===== src/rtl/uart_baud_clock_gen_pkg.sv =====
// -----------------------------------------------------------------------------
// uart_pkg
// Shared UART baud constants. The Baud Rate Divisor register and the serial
// clock generator both use these, so the clamp floor and the reset divisor
// cannot drift apart.
// -----------------------------------------------------------------------------
package uart_pkg;

    typedef logic [7:0] baud_div_t;

    localparam baud_div_t BAUD_DIV_MIN   = 8'd5;
    localparam baud_div_t BAUD_DIV_RESET = 8'd5;

    typedef enum logic {
        ST_IDLE = 1'b0,
        ST_RUN  = 1'b1
    } baud_state_t;

endpackage


===== src/rtl/uart_baud_clock_gen_if.sv =====
// -----------------------------------------------------------------------------
// uart_baud_clock_gen_if
// Control/status bundle between the divisor register side (master) and the
// serial clock generator (slave).
//   enable    master -> slave   1 = generate serial clock
//   divisor   master -> slave   divisor, sampled only at a start
//   tick      slave  -> master  one-clk end-of-bit strobe
//   sclk      slave  -> master  serial clock, low first half / high second half
//   running   slave  -> master  generator active, shadow divisor valid
//   half_tick slave  -> master  mid-bit strobe (only with UART_HALF_TICK_EN)
// Optional feature macro: UART_HALF_TICK_EN
// -----------------------------------------------------------------------------
interface uart_baud_clock_gen_if #(
    parameter int DIV_W = 8
);

    logic             enable;
    logic [DIV_W-1:0] divisor;
    logic             tick;
    logic             sclk;
    logic             running;
`ifdef UART_HALF_TICK_EN
    logic             half_tick;
`endif

    modport master (
        output enable,
        output divisor,
        input  tick,
        input  sclk,
`ifdef UART_HALF_TICK_EN
        input  half_tick,
`endif
        input  running
    );

    modport slave (
        input  enable,
        input  divisor,
        output tick,
        output sclk,
`ifdef UART_HALF_TICK_EN
        output half_tick,
`endif
        output running
    );

endinterface


===== src/rtl/uart_baud_clock_gen.sv =====
// -----------------------------------------------------------------------------
// uart_baud_clock_gen
// Serial clock generator fed by the UART Baud Rate Divisor register. Once
// enabled it latches a clamped copy of the divisor (shadow) and produces one
// bit period every shadow clk cycles: a free-running sclk and a tick strobe
// at the end of every period, feeding the TX/RX shifters.
//
// Ports
//   clk     in   system clock, all state on posedge
//   reset   in   asynchronous, active-high reset
//   bus     uart_baud_clock_gen_if.slave
//           enable/divisor in; tick/sclk/running(/half_tick) out
//
// Optional feature macro: UART_HALF_TICK_EN adds the half_tick strobe
// (receiver mid-bit sample point). Without it no half_tick logic exists.
//
// All outputs come straight from flops; nothing combinational from inputs.
//
// state   | meaning
// --------+-------------------------------------------------------------
// ST_IDLE | generator stopped; outputs idle, waiting for enable
// ST_RUN  | counting 0..shadow-1, emitting sclk/tick from the shadow
// -----------------------------------------------------------------------------
module uart_baud_clock_gen
    import uart_pkg::*;
#(
    parameter int               DIV_W   = 8,
    parameter logic [DIV_W-1:0] DIV_MIN = DIV_W'(BAUD_DIV_MIN)
) (
    input  logic                        clk,
    input  logic                        reset,
    uart_baud_clock_gen_if.slave        bus
);

    baud_state_t      state_q,  state_d;
    logic [DIV_W-1:0] count_q,  count_d;
    logic [DIV_W-1:0] shadow_q, shadow_d;
    logic             tick_q,   tick_d;
    logic             sclk_q,   sclk_d;
`ifdef UART_HALF_TICK_EN
    logic             half_q,   half_d;
`endif

    logic [DIV_W-1:0] half_point;
    logic             at_last;

    // Shadow is always >= DIV_MIN, so these never underflow and the counter
    // never reaches shadow, keeping it inside DIV_W bits.
    assign half_point = shadow_q >> 1;
    assign at_last    = (count_q == (shadow_q - DIV_W'(1)));

    always_ff @(posedge clk or posedge reset) begin
        if (reset) begin
            state_q  <= ST_IDLE;
            count_q  <= '0;
            shadow_q <= DIV_MIN;
            tick_q   <= 1'b0;
            sclk_q   <= 1'b0;
`ifdef UART_HALF_TICK_EN
            half_q   <= 1'b0;
`endif
        end else begin
            state_q  <= state_d;
            count_q  <= count_d;
            shadow_q <= shadow_d;
            tick_q   <= tick_d;
            sclk_q   <= sclk_d;
`ifdef UART_HALF_TICK_EN
            half_q   <= half_d;
`endif
        end
    end

    always_comb begin
        state_d  = state_q;
        shadow_d = shadow_q;
        count_d  = '0;
        tick_d   = 1'b0;
        sclk_d   = 1'b0;
`ifdef UART_HALF_TICK_EN
        half_d   = 1'b0;
`endif

        case (state_q)
            ST_IDLE: begin
                if (bus.enable) begin
                    // Fresh start: sample and clamp the divisor. Count 0 is
                    // always in the low half, so sclk stays 0 here.
                    state_d  = ST_RUN;
                    shadow_d = (bus.divisor < DIV_MIN) ? DIV_MIN : bus.divisor;
                end
            end

            ST_RUN: begin
                if (!bus.enable) begin
                    // Stop drops everything, including any partial period.
                    state_d = ST_IDLE;
                end else begin
                    if (at_last) begin
                        count_d = '0;
                        tick_d  = 1'b1;
                    end else begin
                        count_d = count_q + DIV_W'(1);
                    end
                    sclk_d = (count_d >= half_point);
`ifdef UART_HALF_TICK_EN
                    half_d = (count_q == (half_point - DIV_W'(1)));
`endif
                end
            end

            default: begin
                state_d = ST_IDLE;
            end
        endcase
    end

    assign bus.tick    = tick_q;
    assign bus.sclk    = sclk_q;
    assign bus.running = (state_q == ST_RUN);
`ifdef UART_HALF_TICK_EN
    assign bus.half_tick = half_q;
`endif

endmodule


===== src/flat_wrapper.sv =====
// flat-port wrapper written by rule: the top's interface ports become plain ports
module uart_baud_clock_gen_flat import uart_pkg::*;
#(
    parameter int               DIV_W   = 8,
    parameter logic [DIV_W-1:0] DIV_MIN = DIV_W'(BAUD_DIV_MIN)
)
  (clk, reset, bus_enable, bus_divisor, bus_tick, bus_sclk, bus_running);
  uart_baud_clock_gen_if #(.DIV_W(DIV_W)) bus_i ();
  input  logic clk;
  input  logic reset;
  input wire logic [$bits(bus_i.enable)-1:0] bus_enable;
  input wire logic [$bits(bus_i.divisor)-1:0] bus_divisor;
  output wire logic [$bits(bus_i.tick)-1:0] bus_tick;
  output wire logic [$bits(bus_i.sclk)-1:0] bus_sclk;
  output wire logic [$bits(bus_i.running)-1:0] bus_running;
  assign bus_i.enable = bus_enable;
  assign bus_i.divisor = bus_divisor;
  assign bus_tick = bus_i.tick;
  assign bus_sclk = bus_i.sclk;
  assign bus_running = bus_i.running;
  uart_baud_clock_gen #(.DIV_W(DIV_W), .DIV_MIN(DIV_MIN)) u_core (.clk(clk), .reset(reset), .bus(bus_i));
endmodule

===== config.mk =====
export PLATFORM = sky130hd
export DESIGN_NAME = uart_baud_clock_gen_flat
export DESIGN_NICKNAME = d
export VERILOG_FILES = /design/src/rtl/uart_baud_clock_gen_pkg.sv /design/src/rtl/uart_baud_clock_gen_if.sv /design/src/rtl/uart_baud_clock_gen.sv /design/src/flat_wrapper.sv
export SDC_FILE = /design/constraint.sdc
export NUM_CORES = 1
export LEC_CHECK = 0
export ABC_AREA = 1
export CORE_MARGIN = 10
export CORE_UTILIZATION = 30
export CTS_CLUSTER_DIAMETER = 30
export DETAILED_ROUTE_END_ITERATION = 8
export GPL_ROUTABILITY_DRIVEN = 0
export PLACE_DENSITY_LB_ADDON = 0.12
export SYNTH_ARGS = -nofsm -noshare
export SYNTH_HDL_FRONTEND = slang
export SYNTH_SLANG_ARGS = --single-unit

===== constraint.sdc =====
create_clock -name clk -period 3.9 [get_ports clk]
set_input_delay 1.17 -clock clk [delete_from_list [all_inputs] [get_ports clk]]
set_output_delay 1.17 -clock clk [all_outputs]
set_load 0.005 [all_outputs]

==> flow_summary_export.csv <==
group,metric,value,unit
status,outcome,"finished clean",
clock_network,clkTransAtPathRegs,80,ps
global_route,grt_overflow,0,
sta,min_period_over_period,0.697,
route,via_count,1099,
power,power_leakage,0.822,nW
global_route,antenna_found_initial,0,
route,drc,0,
worst_setup_path,cp.required,4060,ps
logic_synthesis,ys_types,25,
finish,syn2layout_area_growth,18.2,%
die,die_h,85.7,microns
sta,setup_tns,0,ps
worst_setup_path,cp_max_fo,9,
finish,multi_input_area,684,sq um
finish,diodes,0,
finish,drive_gt1_frac,0.149,
sta,skew,2.44,ps
logic_synthesis,yosys.area.top_type,"dfrtp_1",
clock_network,numCtsBuffers,3,
sta,fmax,368,MHz
finish,ff_latch_area,478,sq um
logic_synthesis,synth.avg_cell_area,7.27,sq um
die,rows,23,
worst_setup_path,end_kind,"flop",
logic_synthesis,synth_top_area_frac,0.329,
clock_network,post-cts-setup-buffers,0,
logic_synthesis,synth_edf_count,0,
run,cap_violations,0,
die,fp.coreArea,4090,sq um
logic_synthesis,yosys_warnings,0,
route,dr.pass1.iters,4,
clock_network,ctsResizeCount,0,
die,die_w,85.7,microns
global_route,grt_max_degree,20,
power,power_density,322,nW/um^2
logic_synthesis,ys_async_sr_fraction,1.00,
sta,slew_headroom,0.493,
place,port_buffers,13,
sta,finalCriticalPeriod,2720,ps
die,boundaryPins,14,
die,start_util,0.317,
sta,hold_violations,0,
global_route,grt_pass1_wl,5.02,mm
clock_network,clockBufferDepth,2,
power,peakVddDrop,0.000174,V
place,dp_hpwl,2.32,mm
die,die_area,7340,sq um
sta,rsz0062_at_grt,"no",
route,drt_iter0_markers,55,
global_route,grt.total_usage,0.0820,
clock_network,cts_sinks,19,
clock_network,cts_root_buf,"clkbuf_8",
logic_synthesis,ys_top_cells_by_area,"dfrtp_1 33%, nand2_1 13%, ha_1 8.7%",
finish,layout.nets,215,
sta,drv_slew,0,
clock_network,htreeDepth,1,
logic_synthesis,synth.net_count,198,
logic_synthesis,synth_top_flop_cell,"dfrtp_1",
route,wl_per_cell,11.8,microns
route,vias_per_cell,4.50,
clock_network,cts_tree,"yes",
finish,n_fill_cell,427,
min_path,hold_class,"flop to flop",
global_route,grt_pass1_vias,1128,
logic_synthesis,yosys_register_bits,19,
route,wirelength,2.88,mm
sta,setup_viol,0,
worst_setup_path,cp-start-kind,"flop",
logic_synthesis,synthTopCellsByCount,"46 x nand2_1, 27 x inv_1, 18 x nor2_1",
clock_network,clk_latency,260,ps
clock_network,hold_buffers,0,
worst_setup_path,critical_path_class,"flop to flop",
logic_synthesis,syn_area,1290,sq um
sta,worstMarginPinSlew,760,ps
logic_synthesis,yosysSeqAreaShare,0.369,
logic_synthesis,synthCells,178,
place,place_inst,240,
worst_setup_path,critPathArrivalTime,2880,ps
route,postRouteAntennaNets,0,
finish,instances_no_fill,244,
logic_synthesis,yosysMostFrequentCell,"nand2_1",
==> worst max-delay path: stages (launching register included) <==
cell     delay, ps
dfstp_2        540
inv_2           60
ha_1           300
nand2_1         60
inv_1           30
nor2_1          70
nand2_1         50
nor2_1         100
nand3_1        110
nor2_4         120
nand2_4        110
nand2_1        100
ha_1           230
inv_1           50
nand2_1         40
nand2_1         60
nand2_1         50
nand2_1         50
nand2_1         60
nand2_1         60
nand2_1         50
nand2_1         50
nand2_1         50
nand2_1         70
nand3_2         50
nand2_1         50
inv_1           30
==> cell type report <==
type                       count  share of cell area
sequential                    19               0.313
multi-input combinational    124               0.448
inverter                      34              0.0835
clock inverter                 1             0.00327
clock buffer                   3              0.0270
timing repair buffer          13              0.0851
tap                           50              0.0409
==> power by group <==
group / switching (mW) / internal [mW] / leakage, nW
clock network: 0.0694 / 0.0711 / 0.0255
logic: 0.0800 / 0.0504 / 0.551
registers: 0.0100 / 0.212 / 0.245
total: 0.159 / 0.333 / 0.822
==> layer usage <==
| layer | wire length, microns | vias to the layer above | global-route usage |
|---|---|---|---|
| met4 | 109 | 0 | 0.0464 |
| met5 | 0 | - | 0 |
| met2 | 1220 | 28 | 0.125 |
| met3 | 161 | 11 | 0.0227 |
| met1 | 1390 | 483 | 0.101 |
| li1 | - | 577 | - |
==> worst paths after layout <==
check                      slack (ps)                from  cells past startpoint            endpoint
min in group asynchronous        1340               reset                      2   u_core.count_q[7]
max in group asynchronous        2080               reset                      2   u_core.count_q[1]
hold / removal                    560  u_core.shadow_q[0]                      2  u_core.shadow_q[0]
setup / recovery                 1180  u_core.shadow_q[0]                     26     u_core.bus.sclk
hold reg to reg                   560  u_core.shadow_q[0]                      2  u_core.shadow_q[0]
setup reg to reg                 1180  u_core.shadow_q[0]                     26     u_core.bus.sclk
==> flip-flops by register name (all words and copies together), names as in the netlist <==
name	cells
u_core.shadow_q	8
u_core.count_q	8
u_core.bus.sclk	1
u_core.bus.tick	1
u_core.bus.running	1
==> metrics by stage <==
stage               instance area (sq um)  utilization  total power [mW]  setup slack [ps]  hold WS, ps
finish                               1530        0.374             0.493              1180          564
global route                         1530        0.374             0.530               926          601
CTS                                  1530        0.374             0.500              1160          569
detailed placement                   1480        0.363             0.358              1180          559
global placement                     1480        0.363             0.357              1150          545
floorplan                            1290            -             0.322              1440          520
==> kinds of logic after synthesis <==
kind of cell | synth area share
buf+inv | 0.102
flops | 0.369
compound gates | 0.0609
simple gates | 0.340
xor+xnor | 0.0406
fa+ha+maj | 0.0870
==> placed cells by master, fill, tap and decap left out, types with 4 or more instances in the layout <==
cell type	netlist	layout
xor2_1	4	4
nand2_2	6	6
dfrtp_1	17	17
nand2_1	46	46
nand3_1	9	9
nor2_1	18	18
inv_1	27	27
inv_2	7	7
ha_1	9	9
o21ai_0	11	11
clkdlybuf4s50_1	0	13
No activity file was read; power rests on OpenSTA's default activity.
==> variant 1 (config.mk and constraints unchanged) <==
`DIV_W` is set to 8 in 3 places; all go to 6.
--- a/src/rtl/uart_baud_clock_gen_if.sv
+++ b/src/rtl/uart_baud_clock_gen_if.sv
@@ -11,7 +11,7 @@
 // Optional feature macro: UART_HALF_TICK_EN
 // -----------------------------------------------------------------------------
 interface uart_baud_clock_gen_if #(
-    parameter int DIV_W = 8
+    parameter int DIV_W = 6
 );
 
     logic             enable;
--- a/src/rtl/uart_baud_clock_gen.sv
+++ b/src/rtl/uart_baud_clock_gen.sv
@@ -24,7 +24,7 @@
 module uart_baud_clock_gen
     import uart_pkg::*;
 #(
-    parameter int               DIV_W   = 8,
+    parameter int               DIV_W   = 6,
     parameter logic [DIV_W-1:0] DIV_MIN = DIV_W'(BAUD_DIV_MIN)
 ) (
     input  logic                        clk,
--- a/src/flat_wrapper.sv
+++ b/src/flat_wrapper.sv
@@ -1,7 +1,7 @@
 // flat-port wrapper written by rule: the top's interface ports become plain ports
 module uart_baud_clock_gen_flat import uart_pkg::*;
 #(
-    parameter int               DIV_W   = 8,
+    parameter int               DIV_W   = 6,
     parameter logic [DIV_W-1:0] DIV_MIN = DIV_W'(BAUD_DIV_MIN)
 )
   (clk, reset, bus_enable, bus_divisor, bus_tick, bus_sclk, bus_running);
Interface: changed (resized bus_divisor); port bits go from 14 to 12. No check against the original RTL was run, so the function may have changed too.
==> variant 1 against the original RTL <==
Non-clock buffer count fell by 2; power shrank 28%; wire length decreased by 33%; via count is 29% lower; design area decreased by 25%; critical path depth shrank 6; area after synthesis down 26%; sequential cell count shrank 4; worst setup slack gained 0.18 ns; critical endpoint unchanged.
==> variant 1: results (changes against the original RTL) <==
worstPathMaxFanout: 7  # was 9
post_cts_buffers: 0  # unchanged
antennaDiodeCount: 0  # unchanged
async_flop_share_pct: 100  # unchanged
peakVddDrop_mv: 0.117  # was 0.174 mV
cts_buffers: 3  # unchanged
synth_nets: 144  # was 198
cp.arrival_ns: 2.72  # was 2.88 ns
yosys_warnings: 0  # unchanged
drt_pass1_iterations: 4  # unchanged
grt_pass1_vias: 830  # was 1128
fin_skew_ns: 0.000758  # was 0.00244 ns
grt_use_total_pct: 7.38  # was 8.20%
portBuffers: 11  # was 13
postSynthCellCount: 128  # was 178
wl_microns: 1930  # was 2880 microns
cts_root_buffer: "clkbuf_4"  # was clkbuf_8
hp-class: "flip-flop to flip-flop"  # unchanged
synth_cell_types: 20  # was 25
grt_start_max_net_pins: 16  # was 20
grt_pass1_wl_microns: 3620  # was 5020 microns
vias: 778  # was 1099
clkLatencyLatePin_ns: 0.28  # was 0.26 ns
clk_pin_slew_ns: 0.09
dp_cells: 183  # was 240
nNetsFinal: 160  # was 215
drive_above_1_share_pct: 6.29  # was 14.9%
p_leak_nw: 0.657  # was 0.822 nW
synth_common_cells: "nand2_1, inv_1, nor2_1, dfrtp_1, ha_1"  # was nand2_1, inv_1, nor2_1, dfrtp_1, o21ai_0
largest_registers: "u_core.count_q (6), u_core.shadow_q (6)"  # was u_core.count_q (8), u_core.shadow_q (8)
cp_top_family: "simple AND/OR/NAND/NOR gates"  # unchanged
cts_resized: 0  # unchanged
synthTopCellsByArea: "dfrtp_1, nand2_1, inv_1"  # was dfrtp_1, nand2_1, ha_1
critPathMaxStageDelay_ns: 0.55
antenna_found_initial: 0  # unchanged
cts_buffer_depth: 2  # unchanged
outcome: "complete, no violations"  # unchanged
worstMarginPinSlew_ns: 0.583  # was 0.760 ns
htreeDepth: 1  # unchanged
viasPerCell: 4.16  # was 4.50
num-fill-cells: 343  # was 427
coreArea_sq_mm: 0.00305  # was 0.00409 sq mm
synth_top_flop_cell: "dfrtp_1"  # unchanged
synth-seq-area-share_pct: 39.3  # was 36.9%
dp_hpwl_microns: 1620  # was 2320 microns
drt-initial-drc-count: 19  # was 55
cpMaxStageDelayCell: "dfstp_2"  # unchanged
==> variant 1: path summary, 6_finish.rpt <==
check,start,to,slack (ns),depth (start not counted)
setup / recovery,u_core.shadow_q[0],u_core.bus.sclk,1.36,20
min in group asynchronous,reset,u_core.count_q[5],1.25,2
hold / removal,u_core.shadow_q[2],u_core.shadow_q[2],0.56,2
max in group asynchronous,reset,u_core.shadow_q[1],2.28,2
setup reg to reg,u_core.shadow_q[0],u_core.bus.sclk,1.36,20
hold reg to reg,u_core.shadow_q[2],u_core.shadow_q[2],0.56,2
==> variant 1: final cells by class <==
cell class	instances	area [sq um]	share of cell area (%)
clock buffer	4	26.3	2.28
inverter	27	101	8.79
multi-input combinational	86	483	41.9
sequential	15	378	32.8
tap	44	55.1	4.77
timing repair buffer	11	110	9.54
==> variant 1: per-stage QoR <==
| step | util, % | hold slack (ns) | setup slack [ns] | total power, mW | area, sq um |
|---|---|---|---|---|---|
| 5_1_grt | 37.8 | 0.606 | 1.09 | 0.389 | 1150 |
| 3_3_place_gp | 36.9 | 0.555 | 1.33 | 0.271 | 1130 |
| 2_1_floorplan | - | 0.501 | 1.61 | 0.244 | 962 |
| 4_1_cts | 37.8 | 0.565 | 1.31 | 0.365 | 1150 |
| 3_5_place_dp | 36.9 | 0.550 | 1.33 | 0.273 | 1130 |
| 6_report | 37.8 | 0.556 | 1.36 | 0.354 | 1150 |
==> variant 1: logic make-up after synthesis <==
family / count (synthesis) / synth area share [%]
AND/OR/NAND/NOR: 62 / 28.2
buffers and inverters: 27 / 10.5
flip-flops: 15 / 39.3
XOR/XNOR: 9 / 8.19
AO/OA/AOI/OAI: 8 / 4.68
adder cells (fa/ha/maj): 7 / 9.10
==> variant 1: report_power, final <==
group | switching [mW] | internal [mW]
clock | 0.0474 | 0.0396
sequential | 0.00878 | 0.168
combinational | 0.0506 | 0.0401
==> variant 1: routing by layer <==
layer | vias to the layer above | track usage [%] | wire, microns
li1 | 419 | - | -
met1 | 352 | 8.41 | 883
met2 | 5 | 12.8 | 972
met3 | 2 | 1.65 | 57
met4 | 0 | 3.35 | 13
met5 | - | 0 | 0
==> variant 1: worst min-delay path, stage by stage, from the launching register on <==
cell	delay, ns
dfstp_2	0.39
inv_2	0.08
a22oi_1	0.08
==> variant 2 (same settings) <==
Made on the original files. Make the reset (`reset`) synchronous in one clocked block. Comments in the files are not updated.
--- a/src/rtl/uart_baud_clock_gen.sv
+++ b/src/rtl/uart_baud_clock_gen.sv
@@ -49,7 +49,7 @@
     assign half_point = shadow_q >> 1;
     assign at_last    = (count_q == (shadow_q - DIV_W'(1)));
 
-    always_ff @(posedge clk or posedge reset) begin
+    always_ff @(posedge clk) begin
         if (reset) begin
             state_q  <= ST_IDLE;
             count_q  <= '0;
Behaviour: differs if reset is asserted again (counterexample within 4 cycles, from zero or initial values and one cycle with reset high); with reset held inactive, the same outputs for 10 cycles.
==> variant 2 against the original RTL <==
Critical path depth is 1 lower; wire length decreased by 4.5%; via count is 2.6% higher; area after synthesis shrank 4.1%; worst setup slack improved by 0.25 ns; sequential cell count is the same; power fell by 15%; design area decreased by 3.5%; largest power group unchanged; highest routed layer unchanged.
==> variant 2: results (changes against the original RTL) <==
outcome: "complete, no violations"  # unchanged
num-fill-cells: 431  # was 427
grt_pass1_wl_microns: 4950  # was 5020 microns
synth_common_cells: "nand2_1, inv_1, nor2_1, dfxtp_1, nand3_1"  # was nand2_1, inv_1, nor2_1, dfrtp_1, o21ai_0
wl_met2_microns: 1280  # was 1220 microns
area_delta_synth_final_pct: 18.9  # was 18.2%
critPathMaxStageDelay_ns: 0.38  # was 0.54 ns
grt_pass1_vias: 1155  # was 1128
wl_microns: 2750  # was 2880 microns
fin_skew_ns: 0.00156  # was 0.00244 ns
peakVddDrop_mv: 0.110  # was 0.174 mV
synth_top_flop_cell: "dfxtp_1"  # was dfrtp_1
rr_worst_depth: 25  # was 26
p_leak_nw: 0.745  # was 0.822 nW
drt-initial-drc-count: 59  # was 55
power_frac_clock_pct: 32.8  # was 28.5%
synth-seq-area-share_pct: 30.6  # was 36.9%
grt_use_total_pct: 8.15  # was 8.20%
reg2reg_to: "u_core.bus.sclk"  # unchanged
async_flop_share_pct: 0  # was 100%
synth_cell_types: 23  # was 25
dp_hpwl_microns: 2330  # was 2320 microns
worstMarginPinSlew_ns: 0.411  # was 0.760 ns
grt_start_max_net_pins: 13  # was 20
met3_length_microns: 92  # was 161 microns
synthTopCellsByArea: "dfxtp_1, nand2_1, inv_1"  # was dfrtp_1, nand2_1, ha_1
[variant 2: cells by family (layout without fill, tap and decap cells)]
group	Yosys count	after routing	synth area share (%)
compound gates	15	15	7.46
xor+xnor	9	9	6.35
fa+ha+maj	9	9	9.07
buf+inv	37	53	11.2
flops	19	19	30.6
simple gates	97	97	35.3
[variant 2: cell type report]
type,count,area (sq um),area share [%]
inverter,36,135,9.16
tap,50,62.6,4.24
multi-input combinational,130,722,48.9
timing repair buffer,13,130,8.82
sequential,19,380,25.8
clock buffer,4,45.0,3.05
[variant 2: how the worst min path moves through the flow]
stage | start | endpoint | slack (ns)
after floorplan | u_core.shadow_q[7] | u_core.shadow_q[7] | 0.47
after global placement | u_core.shadow_q[7] | u_core.shadow_q[7] | 0.52
after detailed placement | u_core.shadow_q[7] | u_core.shadow_q[7] | 0.52
after CTS | u_core.shadow_q[7] | u_core.shadow_q[7] | 0.53
after global routing | u_core.shadow_q[7] | u_core.shadow_q[7] | 0.55
final | u_core.shadow_q[7] | u_core.shadow_q[7] | 0.53
[variant 2: worst reg2reg max path, delay by kind of cell, from the launching register on]
family	cells	cell delay, ns
and+or+nand+nor	18	1.18
DFF	1	0.38
buffers and inverters	5	0.31
adders and majority gates	2	0.50
[variant 2: per-stage QoR]
stage,area (sq um),hold slack [ns],worst slack [ns],instances
floorplan,1240,0.470,1.69,186
global placement,1430,0.520,1.37,248
detailed placement,1430,0.521,1.34,248
CTS,1480,0.534,1.40,252
global route,1480,0.555,1.10,252
finish,1480,0.532,1.43,252
[variant 2: metal layers]
metal	GRT usage, %	vias to the layer above
met5	0	-
met2	13.8	17
met3	1.84	6
li1	-	612
met1	9.63	493
met4	3.20	0
